### src/rtl/nand_pkg.sv
// rtl/nand_pkg.sv - shared FSM encoding, ONFI opcodes and helpers for the NAND command sequencer
package nand_pkg;

    typedef enum logic [2:0] {
        ST_IDLE,
        ST_CE_SETUP,
        ST_CMD1,
        ST_ADDR,
        ST_CMD2,
        ST_WB,
        ST_BUSY_WAIT,
        ST_DONE
    } seq_state_t;

    localparam logic [7:0] OP_RESET       = 8'hFF;
    localparam logic [7:0] OP_READ1       = 8'h00;
    localparam logic [7:0] OP_READ2       = 8'h30;
    localparam logic [7:0] OP_PROG1       = 8'h80;
    localparam logic [7:0] OP_PROG2       = 8'h10;
    localparam logic [7:0] OP_ERASE1      = 8'h60;
    localparam logic [7:0] OP_ERASE2      = 8'hD0;
    localparam logic [7:0] OP_READ_STATUS = 8'h70;

    localparam logic [2:0] MAX_ADDR_BYTES = 3'd5;

    function automatic logic [2:0] clamp_naddr(input logic [2:0] n);
        return (n > MAX_ADDR_BYTES) ? MAX_ADDR_BYTES : n;
    endfunction

endpackage

### src/rtl/nand_sync2.sv
// rtl/nand_sync2.sv - 4-bit two-flop synchronizer for the raw R/B# lines, resets to not-busy
module nand_sync2 (
    input  logic       clk,
    input  logic       rst_n,
    input  logic [3:0] d,
    output logic [3:0] q
);

    logic [3:0] meta;

    always_ff @(posedge clk or negedge rst_n) begin
        if (!rst_n) begin
            meta <= 4'b1111;
            q    <= 4'b1111;
        end else begin
            meta <= d;
            q    <= meta;
        end
    end

endmodule

### src/rtl/nand_cmd_seq.sv
// rtl/nand_cmd_seq.sv - NAND command/address sequencer: CE setup, CLE/ALE byte latching, R/B# wait
module nand_cmd_seq
    import nand_pkg::*;
#(
    parameter int T_CS    = 2,
    parameter int T_CYC   = 1,
    parameter int T_WB    = 10,
    parameter int TIMEOUT = 1048576
) (
    input  logic        clk,
    input  logic        rst_n,
    input  logic        req_valid,
    output logic        req_ready,
    input  logic        req_chip,
    input  logic [7:0]  req_cmd1,
    input  logic [2:0]  req_naddr,
    input  logic [39:0] req_addr,
    input  logic        req_has_cmd2,
    input  logic [7:0]  req_cmd2,
    input  logic        req_wait_rb,
    input  logic [3:0]  rb_n,
    output logic [1:0]  cen,
    output logic        cle,
    output logic        ale,
    output logic        wrn,
    output logic        wpn,
    output logic [7:0]  dq_out,
    output logic        dq_oe,
    output logic        done_valid,
    output logic        done_timeout
);

    localparam int HOLD_MAX = (T_CS > T_CYC) ? ((T_CS > T_WB) ? T_CS : T_WB)
                                             : ((T_CYC > T_WB) ? T_CYC : T_WB);
    localparam int HOLD_W   = $clog2(HOLD_MAX + 1);
    localparam int WAIT_W   = $clog2(TIMEOUT + 1);

    localparam logic [HOLD_W-1:0] CS_LOAD   = HOLD_W'(T_CS - 1);
    localparam logic [HOLD_W-1:0] CYC_LOAD  = HOLD_W'(T_CYC - 1);
    localparam logic [HOLD_W-1:0] WB_LOAD   = HOLD_W'(T_WB - 1);
    localparam logic [WAIT_W-1:0] WAIT_LAST = WAIT_W'(TIMEOUT - 1);
    localparam logic [WAIT_W-1:0] WAIT_MAX  = WAIT_W'(TIMEOUT);

    seq_state_t        state, nxt_state;
    logic [HOLD_W-1:0] hold, nxt_hold;
    logic [2:0]        byte_idx, nxt_byte;
    logic [WAIT_W-1:0] wait_cnt, nxt_wait;
    logic              nxt_timeout;
    logic              go_post_addr, go_post_bytes;

    logic              chip_q;
    logic [7:0]        cmd1_q, cmd2_q;
    logic [2:0]        naddr_q;
    logic [39:0]       addr_q;
    logic              has_cmd2_q, wait_rb_q;
    logic [3:0]        rb_sync;
    logic              sel_chip;

    nand_sync2 u_sync (
        .clk   (clk),
        .rst_n (rst_n),
        .d     (rb_n),
        .q     (rb_sync)
    );

    assign wrn      = 1'b1;
    assign sel_chip = (state == ST_IDLE) ? req_chip : chip_q;

    // Every hold-timed state loads hold with (duration-1) on entry and leaves at zero.
    always_comb begin
        nxt_state     = state;
        nxt_hold      = hold;
        nxt_byte      = byte_idx;
        nxt_wait      = wait_cnt;
        nxt_timeout   = 1'b0;
        go_post_addr  = 1'b0;
        go_post_bytes = 1'b0;
        case (state)
            ST_IDLE: begin
                if (req_valid) begin
                    nxt_state = ST_CE_SETUP;
                    nxt_hold  = CS_LOAD;
                end
            end
            ST_CE_SETUP: begin
                if (hold == '0) begin
                    nxt_state = ST_CMD1;
                    nxt_hold  = CYC_LOAD;
                end else begin
                    nxt_hold = hold - 1'b1;
                end
            end
            ST_CMD1: begin
                if (hold != '0) begin
                    nxt_hold = hold - 1'b1;
                end else if (naddr_q != 3'd0) begin
                    nxt_state = ST_ADDR;
                    nxt_hold  = CYC_LOAD;
                    nxt_byte  = 3'd0;
                end else begin
                    go_post_addr = 1'b1;
                end
            end
            ST_ADDR: begin
                if (hold != '0) begin
                    nxt_hold = hold - 1'b1;
                end else if (byte_idx == naddr_q - 3'd1) begin
                    go_post_addr = 1'b1;
                end else begin
                    nxt_byte = byte_idx + 3'd1;
                    nxt_hold = CYC_LOAD;
                end
            end
            ST_CMD2: begin
                if (hold != '0) nxt_hold = hold - 1'b1;
                else            go_post_bytes = 1'b1;
            end
            ST_WB: begin
                if (hold != '0) begin
                    nxt_hold = hold - 1'b1;
                end else begin
                    nxt_state = ST_BUSY_WAIT;
                    nxt_wait  = '0;
                end
            end
            ST_BUSY_WAIT: begin
                if (rb_sync[{1'b0, chip_q}]) begin
                    nxt_state = ST_DONE;
                end else if (wait_cnt == WAIT_LAST) begin
                    nxt_state   = ST_DONE;
                    nxt_timeout = 1'b1;
                end else if (wait_cnt != WAIT_MAX) begin
                    nxt_wait = wait_cnt + 1'b1;
                end
            end
            ST_DONE:  nxt_state = ST_IDLE;
            default:  nxt_state = ST_IDLE;
        endcase

        if (go_post_addr) begin
            if (has_cmd2_q) begin
                nxt_state = ST_CMD2;
                nxt_hold  = CYC_LOAD;
            end else begin
                go_post_bytes = 1'b1;
            end
        end
        if (go_post_bytes) begin
            if (wait_rb_q) begin
                nxt_state = ST_WB;
                nxt_hold  = WB_LOAD;
            end else begin
                nxt_state = ST_DONE;
            end
        end
    end

    // Pin outputs are decoded from the next state so they change on the same edge as the state.
    always_ff @(posedge clk or negedge rst_n) begin
        if (!rst_n) begin
            state        <= ST_IDLE;
            hold         <= '0;
            byte_idx     <= 3'd0;
            wait_cnt     <= '0;
            chip_q       <= 1'b0;
            cmd1_q       <= 8'h00;
            cmd2_q       <= 8'h00;
            naddr_q      <= 3'd0;
            addr_q       <= 40'h0;
            has_cmd2_q   <= 1'b0;
            wait_rb_q    <= 1'b0;
            req_ready    <= 1'b1;
            cen          <= 2'b11;
            cle          <= 1'b0;
            ale          <= 1'b0;
            wpn          <= 1'b0;
            dq_out       <= 8'h00;
            dq_oe        <= 1'b0;
            done_valid   <= 1'b0;
            done_timeout <= 1'b0;
        end else begin
            state    <= nxt_state;
            hold     <= nxt_hold;
            byte_idx <= nxt_byte;
            wait_cnt <= nxt_wait;
            wpn      <= 1'b1;

            if (state == ST_IDLE && req_valid) begin
                chip_q     <= req_chip;
                cmd1_q     <= req_cmd1;
                cmd2_q     <= req_cmd2;
                naddr_q    <= clamp_naddr(req_naddr);
                addr_q     <= req_addr;
                has_cmd2_q <= req_has_cmd2;
                wait_rb_q  <= req_wait_rb;
            end

            req_ready    <= (nxt_state == ST_IDLE);
            done_valid   <= (nxt_state == ST_DONE);
            done_timeout <= nxt_timeout;

            cen <= 2'b11;
            if (nxt_state != ST_IDLE && nxt_state != ST_DONE) cen[sel_chip] <= 1'b0;

            cle   <= (nxt_state == ST_CMD1) || (nxt_state == ST_CMD2);
            ale   <= (nxt_state == ST_ADDR);
            dq_oe <= (nxt_state == ST_CMD1) || (nxt_state == ST_CMD2) || (nxt_state == ST_ADDR);
            case (nxt_state)
                ST_CMD1: dq_out <= cmd1_q;
                ST_ADDR: dq_out <= addr_q[{nxt_byte, 3'b000} +: 8];
                ST_CMD2: dq_out <= cmd2_q;
                default: dq_out <= 8'h00;
            endcase
        end
    end

endmodule

### config.mk
export PLATFORM = sky130hd
export DESIGN_NAME = nand_cmd_seq
export DESIGN_NICKNAME = d
export VERILOG_FILES = /design/src/rtl/nand_pkg.sv /design/src/rtl/nand_sync2.sv /design/src/rtl/nand_cmd_seq.sv
export SDC_FILE = /design/constraint.sdc
export NUM_CORES = 1
export LEC_CHECK = 0
export CORE_MARGIN = 4
export CORE_UTILIZATION = 33
export CTS_CLUSTER_DIAMETER = 150
export CTS_CLUSTER_SIZE = 30
export DETAILED_ROUTE_END_ITERATION = 16
export PLACE_DENSITY_LB_ADDON = 0.05
export RECOVER_POWER = 100
export SYNTH_ARGS = -nofsm -noshare
export SYNTH_HDL_FRONTEND = slang
export SYNTH_SLANG_ARGS = --single-unit
### constraint.sdc
create_clock -name clk -period 3.45 [get_ports clk]
set_input_delay 0.69 -clock clk [delete_from_list [all_inputs] [get_ports clk]]
set_output_delay 0.69 -clock clk [all_outputs]
set_load 0.01 [all_outputs]
# [Word level (Yosys, flattened, before mapping)]
# Index checks and enable logic that the tools add are counted.
[classes] addsub=4 mul=0 n_div=0 n_lt_le_gt_ge=4 eq_ne=19 shift=1 muxes=54 n_bitwise=1 n_reduce_logical=14
[op_table] operator="$mux W21" count=4
[op_table] operator="$mux W3" count=15
[op_table] operator="$mux W4" count=11
[op_table] operator="$pmux W21 S2" count=1
[op_table] operator="$shiftx A40 B7 Y8" count=1
[op_table] operator="$pmux W8 S3" count=1
[op_table] operator="$add A21 B1 Y21 const B" count=1
[op_table] operator="$eq A21 B20 Y1 const B" count=1
[op_table] operator="$ne A21 B21 Y1 const B" count=1
[op_table] operator="$pmux W4 S5" count=1
[op_table] operator="$eq A3 B3 Y1 const B" count=6
[op_table] operator="$pmux W3 S6" count=1
[op_table] operator="$mux W1" count=15
[op_table] operator="$eq A3 B2 Y1 const B" count=4
[op_table] operator="$ne A2 B2 Y1 const B" count=4
[op_table] operator="$logic_not A3 Y1" count=2
[op_table] operator="$pmux W3 S2" count=1
[op_table] operator="$reduce_bool A3 Y1" count=2
[op_table] operator="$reduce_and A5 Y1" count=1
[op_table] operator="$logic_not A4 Y1" count=1
[op_table] operator="$mux W2" count=2
[op_table] operator="$reduce_bool A4 Y1" count=1
[op_table] operator="$sub A4 B1 Y4 const B" count=1
[op_table] operator="$add A3 B1 Y3 const B" count=1
[op_table] operator="15 further kinds" count=18
[word_totals] reg_bits=114 latchBits=0 ram_bits=0 mem_bits_ro=0 elab_cells=119 memories=0

# [Logic depth before layout (Yosys ltp)]
# Gate-level depths: netlist of run 1.
[depth] word_depth=10 mapped_depth=12 mapped_depth_nobuf=10

# [Cells and area by module]
# From an unflattened synthesis of run 1, not the netlist that was laid out.
[unflattened] cells_unflattened=483 area_unflattened_um2=5624.1
[by_module_without_submodules] module="nand_cmd_seq" instances=1 cells_each=475 area_each_um2=5413.9
[by_module_without_submodules] module="nand_sync2" instances=1 cells_each=8 area_each_um2=210.2

# [Worst setup path before layout of run 1]
# No wires, ideal clock.
[synth_path] kind="register to register" from="reg naddr_q[0]" to="reg dq_out[4]" setup_ns=0.134 arrival_ns=2.330 required_time_ns=3.316 setup_slack_ns=0.986 path_stages_with_launch=11 n_path_buf=0 period_less_slack_ns=2.464 path_cell_list="dfrtp_1 -> inv_1 -> ha_1 -> ha_1 -> xor2_1 -> nand3_1 -> o311ai_4 -> nor2_1 -> a22o_1 -> o21ai_0 -> o211ai_1"
[synth_between] elab_chain_cells=9 word_cells_on_any_way=25 classes_between="add/sub (1); eq/ne (4); shift (1); mux (18); reduce/logical (1)"
[synth_lines] element="from (decl)" line_no="nand_cmd_seq.sv:53" source="logic [2:0] naddr_q;"
[synth_lines] element="from (signal assigned)" line_no="nand_cmd_seq.sv:192" source="naddr_q <= clamp_naddr(req_naddr);"
[synth_lines] element="branches (longest 8 deep; another with $sub A3 B1 Y3)"
[synth_lines] element="$pmux W8 S3 *" line_no="nand_cmd_seq.sv:208" source="case (nxt_state)"
[synth_lines] element="to (signal assigned)" line_no="nand_cmd_seq.sv:209" source="ST_CMD1: dq_out <= cmd1_q;"
[synth_lines] element="to (signal assigned)" line_no="nand_cmd_seq.sv:210" source="ST_ADDR: dq_out <= addr_q[{nxt_byte, 3'b000} +: 8];"
[synth_lines] element="to (signal assigned)" line_no="nand_cmd_seq.sv:211" source="ST_CMD2: dq_out <= cmd2_q;"
[synth_lines] element="to (decl)" line_no="nand_cmd_seq.sv:27" source="output logic [7:0] dq_out,"
# Every way passes the cells marked *.
# A chain may end at the register's enable or synchronous reset.

# [Worst setup path after layout of run 1]
[layout_path] from="reg hold[0]" to="reg wait_cnt[19]"
[layout_between] elab_chain_cells=3
[layout_lines] element="from (decl)" line_no="nand_cmd_seq.sv:45" source="logic [HOLD_W-1:0] hold, nxt_hold;"
[layout_lines] element="from (signal assigned)" line_no="nand_cmd_seq.sv:183" source="hold <= nxt_hold;"
[layout_lines] element="$reduce_bool A4 Y1" line_no="nand_cmd_seq.sv:119" source="if (hold != '0) begin"
[layout_lines] element="$ne A2 B2 Y1 (no line)"
[layout_lines] element="$reduce_and A5 Y1 (no line)"
[layout_lines] element="to (signal assigned)" line_no="nand_cmd_seq.sv:185" source="wait_cnt <= nxt_wait;"
[layout_lines] element="to (decl)" line_no="nand_cmd_seq.sv:47" source="logic [WAIT_W-1:0] wait_cnt, nxt_wait;"
# Every way passes these cells.

==> results of run 1 <==
## logic make-up after synthesis
kind of cell / synth area share (%)
other: 0.0672
xor gates and xnor gates: 2.67
adders and majority gates: 1.57
AOI/OAI and AO/OA: 10.8
buffers and inverters: 3.61
DFF: 51.3
muxes: 14.1
and+or+nand+nor: 15.9
## flip-flops by register name (all words and copies together), names as in the netlist, 3 cells and up
register	cells
addr_q	40
byte_idx	3
cmd1_q	8
cmd2_q	8
dq_out	8
hold	4
naddr_q	3
state	3
wait_cnt	21
## metrics by stage
stage / hold slack [ps] / utilization [%] / instances / setup WS, ps / area [µm²]
2_1_floorplan: 345 / - / 495 / 986 / 5580
3_3_place_gp: 347 / 40.0 / 784 / 559 / 6640
3_5_place_dp: 347 / 40.0 / 784 / 518 / 6640
4_1_cts: 288 / 43.6 / 816 / 474 / 7240
5_1_grt: 363 / 43.3 / 816 / 155 / 7180
6_report: 354 / 43.3 / 816 / 454 / 7180
## power groups by stage
stage	registers (mW)	logic (mW)	clock network [mW]
2_1_floorplan	2.06	1.77	0
3_3_place_gp	2.17	2.30	0
3_5_place_dp	2.18	2.33	0
4_1_cts	2.16	2.35	1.80
5_1_grt	2.21	2.52	1.84
6_report	2.15	2.25	1.75
## final cells by class
| type | instances | area share (%) |
|---|---|---|
| multi-input combinational | 338 | 34.5 |
| tap | 220 | 3.83 |
| clock inverter | 14 | 2.16 |
| clock buffer | 18 | 6.12 |
| inverter | 20 | 1.05 |
| timing repair buffer | 92 | 12.5 |
| sequential | 114 | 39.9 |
## placed cells by master (no fill, tap or decap), types with 5 or more instances in the layout
cell             Yosys  layout
clkdlybuf4s50_1      0      63
dfstp_2              7       7
o21ai_0             22      22
nor3_1               6       7
nor2_1              31      32
and3_1               5       6
o221ai_1             7       7
ha_1                 7       7
o211ai_1            13      13
xor2_1              10      10
a21oi_1             15      15
dlygate4sd3_1        0      19
mux2i_1             11      11
or3_1                7       7
dfrtp_1            107     107
nand3_1             10      10
clkinvlp_4           0       5
nand2_1             36      37
xnor2_1              7       7
nand4_1              9       9
mux2_2              60      60
and2_1               7       6
inv_1               19      19
clkbuf_16            0      17
buf_4                3       6
a22oi_1              7       7
## per-layer routing
metal	vias to the layer above	global-route usage (%)	part of all wire [%]
li1	1962	-	-
met4	0	4.94	1.4
met2	81	23.9	50
met1	2039	18.3	45
met5	-	0	0
met3	13	3.87	4.3
## worst min-delay path by stage
stage,end,from,slack (ps),cells after the start
after floorplan,u_sync.q[0]$_DFF_PN1_,u_sync.meta[0]$_DFF_PN1_,350,0
after global placement,u_sync.q[1]$_DFF_PN1_,u_sync.meta[1]$_DFF_PN1_,350,0
after detailed placement,u_sync.q[1]$_DFF_PN1_,u_sync.meta[1]$_DFF_PN1_,350,0
after CTS,cle$_DFF_PN0_,rst_n,290,1
after global routing,u_sync.q[0]$_DFF_PN1_,u_sync.meta[0]$_DFF_PN1_,360,0
final,u_sync.q[1]$_DFF_PN1_,u_sync.meta[1]$_DFF_PN1_,350,0
## worst reg2reg max path: stages (launching register included)
cell	delay [ps]
dfrtp_1	410
inv_1	100
ha_1	180
nor3b_2	220
buf_4	220
o22ai_1	80
and2_0	210
or4_1	760
nor4b_1	470
xnor2_1	170
nor2_1	60
==> out/qor.txt, run 1 <==
slew margin rel. = -59.2%
number of iterations in the first detailed-routing pass = 4
clk slew on worst S/H paths = 60 ps
CTS tree = done
fin nets = 659
Detail Route Antenna Nets = 0
total design power = 6.16 mW
slowest CP cell = or4_1
Die Footprint = 19100 µm²
CP Capture Type = flip-flop
reg2reg path depth = 10
Logic pwr share = 36.6%
Final Slew Violations = 46
Worst Hold Class = reg -> reg
FILL cells = 1611
CP required = 3740 ps
P_sw = 2.14 mW
Clk pwr share = 28.4%
YS warnings = 0
synth top area cells = dfrtp_1 48%, mux2_2 12%, dfstp_2 3.3%, nand2_1 2.4%, nor2_1 2.1%
Max Cap Viol = 1
final worst path period need = 3000 ps
vias in the first global route = 4294
Final Hold Fails = 0
crit-path max FO = 11
failing checks = capacitance limit, slew limit
DRT Wirelength = 13300 µm
CTS Buf Count = 17
Seq cells post-synth = 114
crit-path cells = inv_1 -> ha_1 -> nor3b_2 -> buf_4 -> o22ai_1 -> and2_0 -> or4_1 -> nor4b_1 -> xnor2_1 -> nor2_1
R2R Setup Slk = 450 ps
Int Power = 4.02 mW
die width = 138 µm
initial antenna violation count = 0
area of the multi-input gates = 2470 µm²
clk_lat worst skew = 410 ps
most common cell in the synthesized netlist = dfrtp_1
Reg power frac = 35.0%
first-pass GRT wire length = 22100 µm
Core Region = 16600 µm²
post-synthesis cell count = 494
number of top-level pins = 87
startpoint types = flip-flop
CP bufs+invs = 2
critical path depth = 10
Starting Density = 33.6%
Vert. Die Dim = 138 µm
top cell type's share of synthesized area = 48.0%
Syn Area/Cell = 11.3 µm²
GP Congestion = 0.753
Pleak = 3.00 nW
predominant post-synthesis flop cell = dfrtp_1
area grow syn2layout = 28.7%
Peak VDD IR = 0.583 mV
FFs w/ async S/R, synth = 100%
Top delay family on crit path = simple AND/OR/NAND/NOR gates
Critical Path AT = 3290 ps
status = complete, but fails checks
final setup TNS = 0 ps
largest net degree at the start of global routing = 70
via total after detailed routing = 4095
post_cts resized = 0
num rows = 47
Num Clock Sinks = 114
reg2reg end = wait_cnt[19]$_DFFE_PN0P_
ant diodes = 0
period utilization = 86.8%
Post-Syn Area = 5580 µm²
DR DRC count = 0
clk_skew = 8.49 ps
Crit Path Class = reg -> reg
fmax = 334 MHz
worst r2r src = hold[0]$_DFF_PN0_
CTS max path bufs = 2
CTS H-Tree Depth = 4
fraction of layout cells with a size suffix above 1 = 19.6%
Critical path destination = wait_cnt[19]$_DFFE_PN0P_
PortBufs = 83
Final HPWL DP = 9340 µm
DR vias/cell = 5.02
worst slew pin tran = 2390 ps
Pwr Density = 858 nW/µm²
Post-CTS Setup Inserts = 0
post-synthesis sequential area ratio = 51.3%
Post-CTS Hold Fix Bufs = 0
number of synthesized flops with an enable pin = 0
initial DRC count = 226
crit-path max cell delay = 760 ps
GRT Total Usage = 14.4%
# setup viols final = 0
Yosys cell types = 65
Post-synth top cells = 107 x dfrtp_1, 60 x mux2_2, 36 x nand2_1
FF/Latch Area = 2860 µm²
Congestion Overflow GR = 0
CTS Root Buffer Type = clkbuf_16
CP startpoint = hold[0]$_DFF_PN0_
cell taking the most area after synthesis = dfrtp_1
switching share of power = 34.8%
RSZ-0062 raised after global routing = false
WL/cell = 16.3 µm
Power figures use the tool's default switching activity.
==> run 2, diff against run 1 <==
--- a/config.mk
+++ b/config.mk
@@ -5,6 +5,7 @@
 export SDC_FILE = /design/constraint.sdc
 export NUM_CORES = 1
 export LEC_CHECK = 0
+export ABC_CLOCK_PERIOD_IN_PS = 3450
 export CORE_MARGIN = 4
 export CORE_UTILIZATION = 33
 export CTS_CLUSTER_DIAMETER = 150
==> results of run 2 <==
Same layout as run 1: the final DEF is identical, and so are final timing and power.
